File: src/rtl/i2c_target.sv
// i2c_target: I2C target (slave) endpoint with a 7-bit address and no clock stretching.
// Samples raw SCL/SDA through 2-FF synchronizers and detects START/STOP.
// Matches TARGET_ADDR, then moves bytes to and from a local byte-stream interface.
// Ports:
//   clk, rst_n           system clock (>= 16x SCL), asynchronous active-low reset
//   scl_in, sda_in       raw bus pin values
//   sda_oe               1 = pull SDA low
//   addressed            pulse: address matched and ACKed
//   rd_mode              R/W bit of the current transaction
//   rx_valid, rx_data    received write byte (rx_data updates 1 clk before the pulse)
//   tx_req, tx_data      request/supply of the next read byte
//   tx_nack              pulse: host NACKed a read byte
//   stop                 pulse: STOP seen while busy
//   busy                 addressed transaction in progress
module i2c_target #(
  parameter logic [6:0] TARGET_ADDR = 7'h50
) (
  input  logic       clk,
  input  logic       rst_n,
  input  logic       scl_in,
  input  logic       sda_in,
  output logic       sda_oe,
  output logic       addressed,
  output logic       rd_mode,
  output logic       rx_valid,
  output logic [7:0] rx_data,
  output logic       tx_req,
  input  logic [7:0] tx_data,
  output logic       tx_nack,
  output logic       stop,
  output logic       busy
);

  typedef enum logic [2:0] {
    S_IDLE, S_ADDR, S_ADDR_ACK, S_WRITE, S_WRITE_ACK, S_READ, S_READ_ACK, S_IGNORE
  } state_e;

  state_e      state_q, state_d;
  logic        scl_s1_q, scl_s2_q, scl_h_q;
  logic        sda_s1_q, sda_s2_q, sda_h_q;
  logic [2:0]  cnt_q, cnt_d;
  logic [6:0]  sh_q, sh_d;
  logic        oe_q, oe_d;
  logic        busy_q, busy_d;
  logic        rd_q, rd_d;
  logic [7:0]  rx_data_q, rx_data_d;
  logic        rx_load_q, rx_load_d;
  logic        rx_valid_q;
  logic        addressed_q, addressed_d;
  logic        tx_req_q, tx_req_d;
  logic        tx_nack_q, tx_nack_d;
  logic        stop_q, stop_d;

  logic        scl_rise, scl_fall, start_det, stop_det;
  logic [7:0]  byte_in;

  assign scl_rise  = scl_s2_q & ~scl_h_q;
  assign scl_fall  = ~scl_s2_q & scl_h_q;
  assign start_det = scl_s2_q & sda_h_q & ~sda_s2_q;
  assign stop_det  = scl_s2_q & ~sda_h_q & sda_s2_q;
  // Receive shifter only needs 7 bits: the 8th comes straight from the pin.
  assign byte_in   = {sh_q, sda_s2_q};

  always_comb begin
    state_d     = state_q;
    cnt_d       = cnt_q;
    sh_d        = sh_q;
    oe_d        = oe_q;
    busy_d      = busy_q;
    rd_d        = rd_q;
    rx_data_d   = rx_data_q;
    rx_load_d   = 1'b0;
    addressed_d = 1'b0;
    tx_req_d    = 1'b0;
    tx_nack_d   = 1'b0;
    stop_d      = 1'b0;
    if (start_det) begin
      state_d = S_ADDR;
      cnt_d   = '0;
      busy_d  = 1'b0;
      oe_d    = 1'b0;
    end else if (stop_det) begin
      state_d = S_IDLE;
      oe_d    = 1'b0;
      stop_d  = busy_q;
      busy_d  = 1'b0;
    end else begin
      unique case (state_q)
        S_ADDR: if (scl_rise) begin
          sh_d  = byte_in[6:0];
          cnt_d = cnt_q + 3'd1;
          if (cnt_q == 3'd7) begin
            if (byte_in[7:1] == TARGET_ADDR && byte_in[7:1] != 7'h00) begin
              state_d = S_ADDR_ACK;
              rd_d    = byte_in[0];
            end else begin
              state_d = S_IGNORE;
            end
          end
        end
        // ACK slots: oe_q doubles as the phase flag (first fall drives, second fall ends).
        S_ADDR_ACK: begin
          if (scl_rise && oe_q) begin
            addressed_d = 1'b1;
            busy_d      = 1'b1;
            tx_req_d    = rd_q;
          end
          if (scl_fall) begin
            if (!oe_q) begin
              oe_d = 1'b1;
            end else if (rd_q) begin
              sh_d    = tx_data[6:0];
              oe_d    = ~tx_data[7];
              state_d = S_READ;
            end else begin
              oe_d    = 1'b0;
              state_d = S_WRITE;
            end
          end
        end
        S_WRITE: if (scl_rise) begin
          sh_d  = byte_in[6:0];
          cnt_d = cnt_q + 3'd1;
          if (cnt_q == 3'd7) begin
            rx_data_d = byte_in;
            rx_load_d = 1'b1;
            state_d   = S_WRITE_ACK;
          end
        end
        S_WRITE_ACK: if (scl_fall) begin
          if (!oe_q) begin
            oe_d = 1'b1;
          end else begin
            oe_d    = 1'b0;
            state_d = S_WRITE;
          end
        end
        S_READ: if (scl_fall) begin
          cnt_d = cnt_q + 3'd1;
          if (cnt_q == 3'd7) begin
            oe_d    = 1'b0;
            state_d = S_READ_ACK;
          end else begin
            oe_d = ~sh_q[6];
            sh_d = {sh_q[5:0], 1'b0};
          end
        end
        S_READ_ACK: begin
          if (scl_rise) begin
            if (!sda_s2_q) begin
              tx_req_d = 1'b1;
            end else begin
              tx_nack_d = 1'b1;
              state_d   = S_IGNORE;
            end
          end
          if (scl_fall) begin
            sh_d    = tx_data[6:0];
            oe_d    = ~tx_data[7];
            state_d = S_READ;
          end
        end
        default: ;
      endcase
    end
  end

  always_ff @(posedge clk or negedge rst_n) begin
    if (!rst_n) begin
      scl_s1_q    <= 1'b1;
      scl_s2_q    <= 1'b1;
      scl_h_q     <= 1'b1;
      sda_s1_q    <= 1'b1;
      sda_s2_q    <= 1'b1;
      sda_h_q     <= 1'b1;
      state_q     <= S_IDLE;
      cnt_q       <= '0;
      sh_q        <= '0;
      oe_q        <= 1'b0;
      busy_q      <= 1'b0;
      rd_q        <= 1'b0;
      rx_data_q   <= '0;
      rx_load_q   <= 1'b0;
      rx_valid_q  <= 1'b0;
      addressed_q <= 1'b0;
      tx_req_q    <= 1'b0;
      tx_nack_q   <= 1'b0;
      stop_q      <= 1'b0;
    end else begin
      {scl_h_q, scl_s2_q, scl_s1_q} <= {scl_s2_q, scl_s1_q, scl_in};
      {sda_h_q, sda_s2_q, sda_s1_q} <= {sda_s2_q, sda_s1_q, sda_in};
      state_q     <= state_d;
      cnt_q       <= cnt_d;
      sh_q        <= sh_d;
      oe_q        <= oe_d;
      busy_q      <= busy_d;
      rd_q        <= rd_d;
      rx_data_q   <= rx_data_d;
      rx_load_q   <= rx_load_d;
      rx_valid_q  <= rx_load_q;
      addressed_q <= addressed_d;
      tx_req_q    <= tx_req_d;
      tx_nack_q   <= tx_nack_d;
      stop_q      <= stop_d;
    end
  end

  assign sda_oe    = oe_q;
  assign addressed = addressed_q;
  assign rd_mode   = rd_q;
  assign rx_valid  = rx_valid_q;
  assign rx_data   = rx_data_q;
  assign tx_req    = tx_req_q;
  assign tx_nack   = tx_nack_q;
  assign stop      = stop_q;
  assign busy      = busy_q;

endmodule

File: config.mk
export PLATFORM = sky130hd
export DESIGN_NAME = i2c_target
export DESIGN_NICKNAME = d
export VERILOG_FILES = /design/src/rtl/i2c_target.sv
export SDC_FILE = /design/constraint.sdc
export NUM_CORES = 1
export LEC_CHECK = 0
export ABC_CLOCK_PERIOD_IN_PS = 3300
export CAP_MARGIN = 40
export CORE_AREA = 2 2 61 63
export DETAILED_ROUTE_END_ITERATION = 8
export DIE_AREA = 0 0 63 65
export PLACE_DENSITY = 0.79
export REMOVE_ABC_BUFFERS = 1
export SYNTH_ARGS = -nofsm -noshare
export SYNTH_HDL_FRONTEND = slang
export SYNTH_SLANG_ARGS = --single-unit
File: constraint.sdc
create_clock -name clk -period 3.3 [get_ports clk]
set_input_delay 0.66 -clock clk [delete_from_list [all_inputs] [get_ports clk]]
set_output_delay 0.66 -clock clk [all_outputs]
set_load 0.03 [all_outputs]
==> results.md <==
* Fraction of registers with async set/reset at 100%
* Clk sinks at 36
* CP Data Arrival Time at 2.62 ns
* Synth Warn # at 0
* Post-Synth Simple-Gate Area at 14.0%
* Flops & latches, synth at 36
* Multiplexer share of the synthesized area at 14.7%
* Post-Synth XOR/XNOR Area at 0.921%
* Antenna cell count at 0
* Leak at 0.963 nW
* Worst R2R Path Depth at 6
* Detailed-router iteration count before antenna repair at 4
* Peak supply drop at 0.325 mV
* Synthesized instance count at 175
* Setup CP Type: reg -> reg
* FMAX at 421 MHz
* Buffers on Ports at 27
* Final Critical Period at 2.38 ns
* Fillers at 288
* Register Area at 908 µm²
* Post-Syn Area at 1900 µm²
* Gp weighted congestion at 0.926
* Final hold viol count at 0
* Num CTS Buffers at 5
* Core area at 3500 µm²
* CTS tree: done
* Row count at 22
* RSZ-0062 raised after global routing: false
* # setup viols final at 0
* Worst-margin pin slew at 0.697 ns
* CP Max Fanout at 7
* Hold Slack at 0.357 ns
* Final nets at 219
* Synth-to-Final Area Change at 17.8%
* Post-synthesis sequential area ratio at 47.8%
* Initial Utilization at 54.4%
* Distinct cell type count after synthesis at 39
* Fin crit share at 72.0%
* Syn_area_per_cell at 10.9 µm²
* Setup Buffers After CTS at 0
* Pwr Total at 1.58 mW
* Worst Skew at 0.00589 ns
* Die height at 65 µm
* Most frequent cells after synthesis: 30 x dfrtp_1, 23 x mux2_2, 15 x nand2_1
* Largest net degree at the start of global routing at 37
* Detail Route Antenna Nets at 0
* Clock root cell: clkbuf_4
* Yosys top cell by area: dfrtp_1
* Normalized max-slew margin at 53.5%
* Synth Flop Type: dfrtp_1
* Startpoint Class: register
* H-Tree Depth at 2
* Area of the multi-input gates at 898 µm²
* Max cap viols at 0
* Clock transition at the registers of the reported paths at 0.10 ns
* CTS resizes at 0
* GRT Util Overall at 20.9%
* Die width at 63 µm
* Hold depth at 0
* # IOs at 28
* First-pass GRT wire length at 6590 µm
* Post-Synth Adder-Cell Area at 3.29%
* Pwr dens at 706 nW/µm²
* Proportion of layout cells with a drive suffix above 1 at 19.3%
* Drt total wl at 3900 µm
* Slew Viols, Final at 0
* Clk buf depth at 2
* Detailed Place HPWL at 2750 µm
* CP required at 3.54 ns
* Largest family of logic cells by synthesized area: multiplexers
* Synth area leaders: dfrtp_1 39%, mux2_2 14%, dfstp_2 8.3%
* DRC at 0
* Hold crit path type: reg -> reg
* Vias in the first global route at 1453
* Top cell type's share of synthesized area at 39.5%
* Hold_buf cts at 0
* Initial antenna violation count at 0
* DR vias/cell at 5.89
* Critical Path Sink Type: register
* Setup TNS at 0 ns
* Compound-cell area share of the yosys netlist at 14.3%
* Die footprint at 4100 µm²
* Vias post-DR at 1472
* WL/cell at 15.6 µm
* Clk_lat worst skew at 0.35 ns
* Total grt overflow at 0
* Iter 0 DRT Violations at 90
* Cell with the most instances after synthesis: dfrtp_1
* Run status: finished, final reports clean
* Number of synthesized flops with an enable pin at 0
## registers in the layout, indices dropped and copies added (netlist names)
| register | count |
|---|---|
| rd_mode | 1 |
| tx_nack | 1 |
| sda_oe | 1 |
| sh_q | 7 |
| scl_s2_q | 1 |
| scl_s1_q | 1 |
| addressed | 1 |
| stop | 1 |
| sda_h_q | 1 |
| state_q | 3 |
| rx_valid | 1 |
| sda_s2_q | 1 |
| tx_req | 1 |
| rx_load_q | 1 |
| busy | 1 |
| scl_h_q | 1 |
| sda_s1_q | 1 |
| rx_data | 8 |
| cnt_q | 3 |
## final timing paths
kind / startpoint / to / slack [ns]
max: cnt_q[0] / sh_q[2] / 0.92
min: rx_load_q / rx_valid / 0.36
max reg2reg: cnt_q[0] / sh_q[2] / 0.92
min reg2reg: rx_load_q / rx_valid / 0.36
max in group asynchronous: rst_n / scl_h_q / 2.24
min in group asynchronous: rst_n / stop / 0.72
## through the flow
stage	utilization (%)	cells	setup slack (ns)	area (µm²)
final	64.1	250	0.923	2240
after detailed placement	62.7	243	0.962	2190
after CTS	64.1	250	0.937	2240
after floorplan	-	167	1.15	1860
after global routing	64.1	250	0.832	2240
after global placement	62.7	243	1.02	2190
## area by class of cell
cell class	count	area share, %
Timing Repair Buffer	28	12.4
Sequential cell	36	40.6
Multi-Input combinational cell	118	40.1
Clock buffer	6	1.84
Tap cell	48	2.68
Clock inverter	1	0.223
Inverter	13	2.18
## power breakdown
part           switching, mW  internal [mW]
Sequential             0.154          0.540
Clock                  0.140         0.0783
Combinational          0.333          0.335
Total                  0.627          0.954
## cells in the final DEF, fill, tap and decap left out, drive strengths merged, types with 4 or more instances in the layout
cell	Yosys	routed
clkdlybuf4s50	0	27
clkbuf	5	6
nor2	6	6
nor2b	4	4
o21ai	8	8
ha	5	5
a21oi	8	8
dfstp	6	6
mux2	23	23
nor3	5	5
o211ai	5	5
and2	4	4
nand2	15	15
inv	13	13
dfrtp	30	30
## critical path: stages, from the launching register on
cell      delay, ns
dfrtp_1        0.42
ha_1           0.21
ha_1           0.23
or3b_1         0.38
a221oi_1       0.24
a21boi_2       0.41
mux2_2         0.38
## per-layer routing
layer	vias to the layer above	routed length, µm	GRT usage (%)
li1	693	-	-
met1	720	1690	25.8
met2	47	1880	33.0
met3	12	216	5.21
met4	0	116	13.1
met5	-	0	0
## kinds of logic (layout without fill, tap and decap cells)
group | count (synthesis) | count (layout)
AO/OA/AOI/OAI | 38 | 38
XOR/XNOR | 2 | 2
adder cells (fa/ha/maj) | 5 | 5
buffers and inverters | 21 | 48
flip-flops | 36 | 36
multiplexers | 25 | 25
AND/OR/NAND/NOR | 48 | 48
Note: power is estimated with default switching activity, not from simulation.
